## src/rtl/prio_deco.sv

```systemverilog
// Registered one-hot decoder for a priority-encoder index, with a valid/ready
// output stage and a flushable accumulated mask with population count.
//
// state | meaning
// EMPTY | no undelivered decode, out_valid=0, out_onehot=0
// FULL  | out_onehot holds a decode not yet taken by downstream
module prio_deco #(
  parameter int IDX_W = 3
) (
  input  logic                 clk,
  input  logic                 rst_n,
  input  logic [IDX_W-1:0]     in_idx,
  input  logic                 in_valid,
  output logic                 in_ready,
  input  logic                 flush,
  output logic [2**IDX_W-1:0]  out_onehot,
  output logic                 out_valid,
  input  logic                 out_ready,
  output logic [2**IDX_W-1:0]  out_mask,
  output logic [IDX_W:0]       out_count,
  output logic                 out_dup
);

  localparam int OUT_W = 2**IDX_W;

  typedef enum logic {EMPTY = 1'b0, FULL = 1'b1} state_t;

  state_t           r_state;
  state_t           w_state_nxt;
  logic [OUT_W-1:0] r_onehot;
  logic [OUT_W-1:0] w_onehot_nxt;
  logic [OUT_W-1:0] r_mask;
  logic [OUT_W-1:0] w_mask_nxt;
  logic [IDX_W:0]   r_count;
  logic [IDX_W:0]   w_count_nxt;
  logic             r_dup;
  logic             w_dup_nxt;
  logic             w_accept;
  logic [OUT_W-1:0] w_dec;

  assign in_ready = (r_state == EMPTY) || out_ready;
  assign w_accept = in_valid && in_ready;
  assign w_dec    = OUT_W'(1) << in_idx;

  always_ff @(posedge clk or negedge rst_n) begin
    if (!rst_n) begin
      r_state <= EMPTY;
    end else begin
      r_state <= w_state_nxt;
    end
  end

  always_comb begin
    w_state_nxt  = r_state;
    w_onehot_nxt = r_onehot;
    case (r_state)
      EMPTY: begin
        if (w_accept) begin
          w_state_nxt  = FULL;
          w_onehot_nxt = w_dec;
        end
      end
      FULL: begin
        if (w_accept) begin
          w_state_nxt  = FULL;
          w_onehot_nxt = w_dec;
        end else if (out_ready) begin
          w_state_nxt  = EMPTY;
          w_onehot_nxt = '0;
        end
      end
      default: begin
        w_state_nxt  = EMPTY;
        w_onehot_nxt = '0;
      end
    endcase
  end

  // Flush clears the old mask before the new bit is ORed in.
  always_comb begin
    w_mask_nxt = flush ? '0 : r_mask;
    if (w_accept) begin
      w_mask_nxt = w_mask_nxt | w_dec;
    end
    w_dup_nxt = w_accept && !flush && ((r_mask & w_dec) != '0);
  end

  always_comb begin
    w_count_nxt = '0;
    for (int i = 0; i < OUT_W; i++) begin
      w_count_nxt = w_count_nxt + {{IDX_W{1'b0}}, w_mask_nxt[i]};
    end
  end

  always_ff @(posedge clk or negedge rst_n) begin
    if (!rst_n) begin
      r_onehot <= '0;
      r_mask   <= '0;
      r_count  <= '0;
      r_dup    <= 1'b0;
    end else begin
      r_onehot <= w_onehot_nxt;
      r_mask   <= w_mask_nxt;
      r_count  <= w_count_nxt;
      r_dup    <= w_dup_nxt;
    end
  end

  assign out_valid  = (r_state == FULL);
  assign out_onehot = r_onehot;
  assign out_mask   = r_mask;
  assign out_count  = r_count;
  assign out_dup    = r_dup;

endmodule

```

## config.mk

```make
export PLATFORM = sky130hd
export DESIGN_NAME = prio_deco
export DESIGN_NICKNAME = d
export VERILOG_FILES = /design/src/rtl/prio_deco.sv
export SDC_FILE = /design/constraint.sdc
export NUM_CORES = 1
export LEC_CHECK = 0
export CAP_MARGIN = 10
export CORE_MARGIN = 8
export CORE_UTILIZATION = 30
export DETAILED_ROUTE_END_ITERATION = 10
export MAX_ROUTING_LAYER = met4
export SLEW_MARGIN = 5
export SYNTH_ARGS = -nofsm -noshare
export SYNTH_HDL_FRONTEND = slang
export SYNTH_SLANG_ARGS = --single-unit
```

## constraint.sdc

```tcl
create_clock -name clk -period 6.28 [get_ports clk]
set_clock_uncertainty 0.1 [all_clocks]
set_input_delay 0.942 -clock clk [delete_from_list [all_inputs] [get_ports clk]]
set_output_delay 0.942 -clock clk [all_outputs]
set_load 0.01 [all_outputs]
```

# Word-level counts from Yosys, hierarchy flattened
# Index checks and enable logic that the tools add are counted.
# op_classes
n_mux	10
n_addsub	7
n_eq_ne	2
bitwise	3
n_mul	0
n_div	0
shift	1
reduce_logical	7
order_cmp	0
# ops
operator	n
2-to-1 mux 8 bit	5
adder 4 x 1 -> 4 bit	4
one-hot mux 8 bit (2 select lines)	1
AND 8 bit	1
bitwise OR 8 bit	1
nonzero test 8 bit	1
left shift 1 x 3 -> 8 bit (first input constant)	1
adder 3 x 1 -> 4 bit	1
adder 2 x 1 -> 3 bit	1
logical AND 1 bit	3
2-to-1 mux 1 bit	3
inequality test 3 x 2 -> 1 bit (second input constant)	1
adder 1 x 1 -> 2 bit	1
inequality test 2 bit (second input constant)	1
one-hot mux 1 bit (2 select lines)	1
AND reduction 2 bit	1
zero test 1 bit	1
logical OR 1 bit	1
inverter 1 bit	1
# totals
memories	0
reg_bits	22
latchBits	0
in_bits	8
mem_bits_rw	0
romBits	0

# Depth between registers and ports, before layout
# logic_depth
word_depth	11
mapped_depth	13
mapped_depth_nobuf	11

# Worst setup path after synthesis
# No wires, ideal clock.
# synth_timing
kind	input-to-reg
from	input out_ready
to	register r_count[2], in the netlist out_count[2]
setup_ns	0.123
slack_ns	2.280
stages	13
arrival_time_ns	3.778
required_ns	6.057
cell_sequence	nand2b_1 buf_4 nand3b_2 buf_6 a2bb2oi_1 fa_1 fa_1 fa_1 inv_1 ha_1 inv_1 fa_1 xnor2_1
# synth_between
elab_chain_cells	10
# synth_rtl
element	line_no	text
from (decl)	18	input logic out_ready,
logical OR 1 bit (*)	41	assign in_ready = (r_state == EMPTY) || out_ready;
named net in_ready	14	output logic in_ready,
logical AND 1 bit (*)	42	assign w_accept = in_valid && in_ready;
2-to-1 mux 8 bit (*)	82	if (w_accept) begin
adder 1 x 1 -> 2 bit	91	w_count_nxt = w_count_nxt + {{IDX_W{1'b0}}, w_mask_nxt[i]};
adder 2 x 1 -> 3 bit	91	
adder 3 x 1 -> 4 bit	91	
adder 4 x 1 -> 4 bit (3 in a row)	91	
adder 4 x 1 -> 4 bit (*)	91	
named net w_count_nxt[2]	35	logic [IDX_W:0] w_count_nxt;
to (signal assigned)	104	r_count <= w_count_nxt;
to (decl)	34	logic [IDX_W:0] r_count;
# The timed path passes the listed nets; every way through them passes the cells marked *.
# A chain may end at the register's enable or synchronous reset.

# Final worst setup path
# layout_timing
from	input out_ready
to	register r_count[1], in the netlist out_count[1]
# layout_between
elab_chain_cells	10
# layout_rtl
element	line_no
logical OR 1 bit (*)	41
logical AND 1 bit (*)	42
2-to-1 mux 8 bit (*)	82
adder 1 x 1 -> 2 bit	91
adder 2 x 1 -> 3 bit	91
adder 3 x 1 -> 4 bit	91
adder 4 x 1 -> 4 bit (3 in a row)	91
adder 4 x 1 -> 4 bit (*)	91
named net w_count_nxt[1]	35
# Marks and branches as above.

==> results.py <==
metrics = {
    "setup_path": {
        "start_kind": "input port",
        "worstPathArrival_ns": 4.65,
        "rr_worst_depth": 11,
        "end_kind": "flop",
        "crit_required_ns": 6.33,
        "critPathKind": "input port to flop",
        "crit_path_max_fanout": 11,
    },
    "power_and_ir_drop": {
        "p_leak_nw": 0.6538,
        "power.density_mw_per_mm2": 210.8,
        "power_uw": 323.0,
        "ir_worst_vdd_mv": 0.06872,
    },
    "yosys": {
        "synth_cell_types": 37,
        "synthFlopType": "dfrtp_1",
        "synth_xor_xnor_area_share_pct": 0.7471,
        "syn_area_sq_mm": 0.001172,
        "synth-compound-area-share_pct": 18.04,
        "avgSynthCellArea_sq_um": 11.49,
        "ys_seq_area_share_pct": 46.96,
        "synth_mux_area_share_pct": 2.775,
        "synthArstFlopShare_pct": 100.0,
        "yosysMostFrequentCell": "dfrtp_1",
        "ys_seq_elements": 22,
        "synth_top_family_by_area": "compound AO/OA/AOI/OAI gates",
        "ys.warnings.count": 0,
        "synth_common_cells": "dfrtp_1, inv_1, nand2_1, nand2b_1",
        "synthSimpleGateAreaFrac_pct": 12.91,
        "synth_top_area_share_pct": 46.96,
        "synth_fa_ha_area_share_pct": 10.03,
        "synth_nets": 117,
        "synth_top_area_cell": "dfrtp_1",
        "syn_inst": 102,
        "synth-edff-count": 0,
        "synth.area.top_cells": "dfrtp_1, fa_1, inv_1",
    },
    "timing": {
        "hold_ws_ns": 0.3805,
        "min_period_ns": 4.597,
        "final.setup.tns_ns": 0,
        "tightest_slew_ns": 1.012,
        "rsz0062_at_grt": "false",
        "worst_slack_ns": 1.683,
        "finalSetupViolations": 0,
        "min_period_over_period_pct": 73.21,
        "fmax_ghz": 0.2175,
        "final-hold-violation-count": 0,
        "slew_headroom_pct": 32.33,
        "drv_slew": 0,
    },
    "drt": {
        "viasPerCell": 4.905,
        "drc": 0,
        "dr.first_iter.drc_count": 45,
        "vias": 878,
        "firstDrtPassIters": 4,
        "routedWlPerCell_um": 14.60,
        "finalWirelength_mm": 2.614,
        "antenna_left": 0,
    },
    "clock_network": {
        "cts_setup_buffers": 0,
        "cts_buffers": 3,
        "path_clk_slew_ns": 0.08,
        "cts-hold-fix-buffers": 0,
        "cts_tree": "yes",
        "cts-root-buf": "clkbuf_8",
        "clk_latency_ns": 0.26,
        "cts_buffer_depth": 2,
        "cts-htree-levels": 1,
        "cts_num_sinks": 22,
        "ctsResizeCount": 0,
    },
    "run": {
        "max-cap-violations": 0,
    },
    "run_status": {
        "status": "finished clean",
    },
    "global_routing": {
        "grt_max_degree": 23,
        "antenna_found_initial": 0,
        "grt_pass1_vias": 925,
        "grt-ovfl-total": 0,
        "grt_pass1_wl_mm": 4.388,
        "grtUsageTotal_pct": 8.934,
    },
    "min_path": {
        "hold_depth": 2,
        "hp-class": "flop to flop",
    },
    "place": {
        "io_buffer_count": 30,
        "globalplace.congestion": 0.7714,
        "place_hpwl_mm": 2.016,
        "pre_cts_ws_ns": 1.409,
    },
    "floorplanning": {
        "die_w_um": 78.52,
        "start_util_pct": 31.55,
        "dieArea_sq_mm": 0.006165,
        "die_h_um": 78.52,
        "core_area_sq_mm": 0.003716,
        "rows": 22,
        "ioPinCount": 31,
    },
    "layout": {
        "layout.nets": 147,
        "num-fill-cells": 373,
        "area_delta_synth_final_pct": 30.74,
        "register_area_sq_um": 550.5,
        "multi_input_area_sq_um": 521.8,
        "drive_gt1_share_pct": 8.397,
        "antenna_cells": 0,
    },
}
per-stage QoR:
stage | cells | util, % | cell area, sq um
6_report | 179 | 41.25 | 1533
5_1_grt | 179 | 41.25 | 1533
4_1_cts | 179 | 41.25 | 1533
3_5_place_dp | 175 | 39.76 | 1478
3_3_place_gp | 175 | 39.76 | 1478
2_1_floorplan | 102 | - | 1172
placed cells by master, fill, tap and decap left out, types with 2 or more instances in the layout:
| master | n |
|---|---|
| a21boi_0 | 2 |
| a2bb2oi_1 | 2 |
| clkbuf_8 | 4 |
| clkdlybuf4s50_1 | 30 |
| dfrtp_1 | 22 |
| fa_1 | 4 |
| ha_1 | 3 |
| inv_1 | 11 |
| nand2_1 | 11 |
| nand2b_1 | 5 |
| nand4_1 | 2 |
| nor2b_1 | 4 |
| o21ai_0 | 4 |
| o21ai_1 | 2 |
| o2bb2ai_1 | 4 |
| o32a_1 | 2 |
cell type report:
class                           count  area share, %
Multi-Input combinational cell     63          34.04
Sequential cell                    22          35.92
Tap cell                           48          3.918
Timing Repair Buffer               30          19.59
Clock buffer                        4          3.592
Inverter                           12          2.939
worst max-delay path, stage by stage:
cell	delay [ns]
clkdlybuf4s50_1	0.47
nand2b_1	0.28
nand3b_2	0.27
o32a_1	0.38
fa_1	0.57
fa_1	0.45
fa_1	0.48
inv_1	0.06
ha_1	0.16
inv_1	0.06
fa_1	0.48
inv_1	0.04
power breakdown:
part / internal [mW] / total [mW] / leakage [nW] / switching (mW)
logic: 0.0338 / 0.0678 / 0.329 / 0.0340
clock network: 0.0558 / 0.0992 / 0.0288 / 0.0434
registers: 0.151 / 0.156 / 0.296 / 0.00508
total: 0.241 / 0.323 / 0.654 / 0.0825
registers in the layout, summed over array words and instances, names as in the netlist:
register and flops:
out_count 4, out_dup 1, out_mask 8, out_onehot 8, out_valid 1
cell families after synthesis:
family / Yosys count
AOI/OAI and AO/OA: 25
xor gates and xnor gates: 1
adders and majority gates: 7
buffers and inverters: 17
DFF: 22
muxes: 3
and+or+nand+nor: 27
worst paths after layout:
kind,start,endpoint,slack [ns]
setup / recovery,out_ready,out_count[1]$_DFF_PN0_,1.68
hold / removal,out_onehot[4]$_DFFE_PN0P_,out_onehot[4]$_DFFE_PN0P_,0.38
setup reg to reg,out_valid$_DFF_PN0_,out_count[1]$_DFF_PN0_,2.47
hold reg to reg,out_onehot[4]$_DFFE_PN0P_,out_onehot[4]$_DFFE_PN0P_,0.38
max in group asynchronous,rst_n,out_onehot[0]$_DFFE_PN0P_,4.33
min in group asynchronous,rst_n,out_mask[7]$_DFF_PN0_,1.14
per-layer routing:
layer | vias to the layer above | share of wire, % | GRT usage (%)
li1 | 419 | - | -
met2 | 22 | 46 | 14.00
met5 | - | 0 | -
met4 | 0 | 1.0 | 3.889
met1 | 435 | 47 | 10.79
met3 | 2 | 5.7 | 1.936
Power figures use the tool's default switching activity.
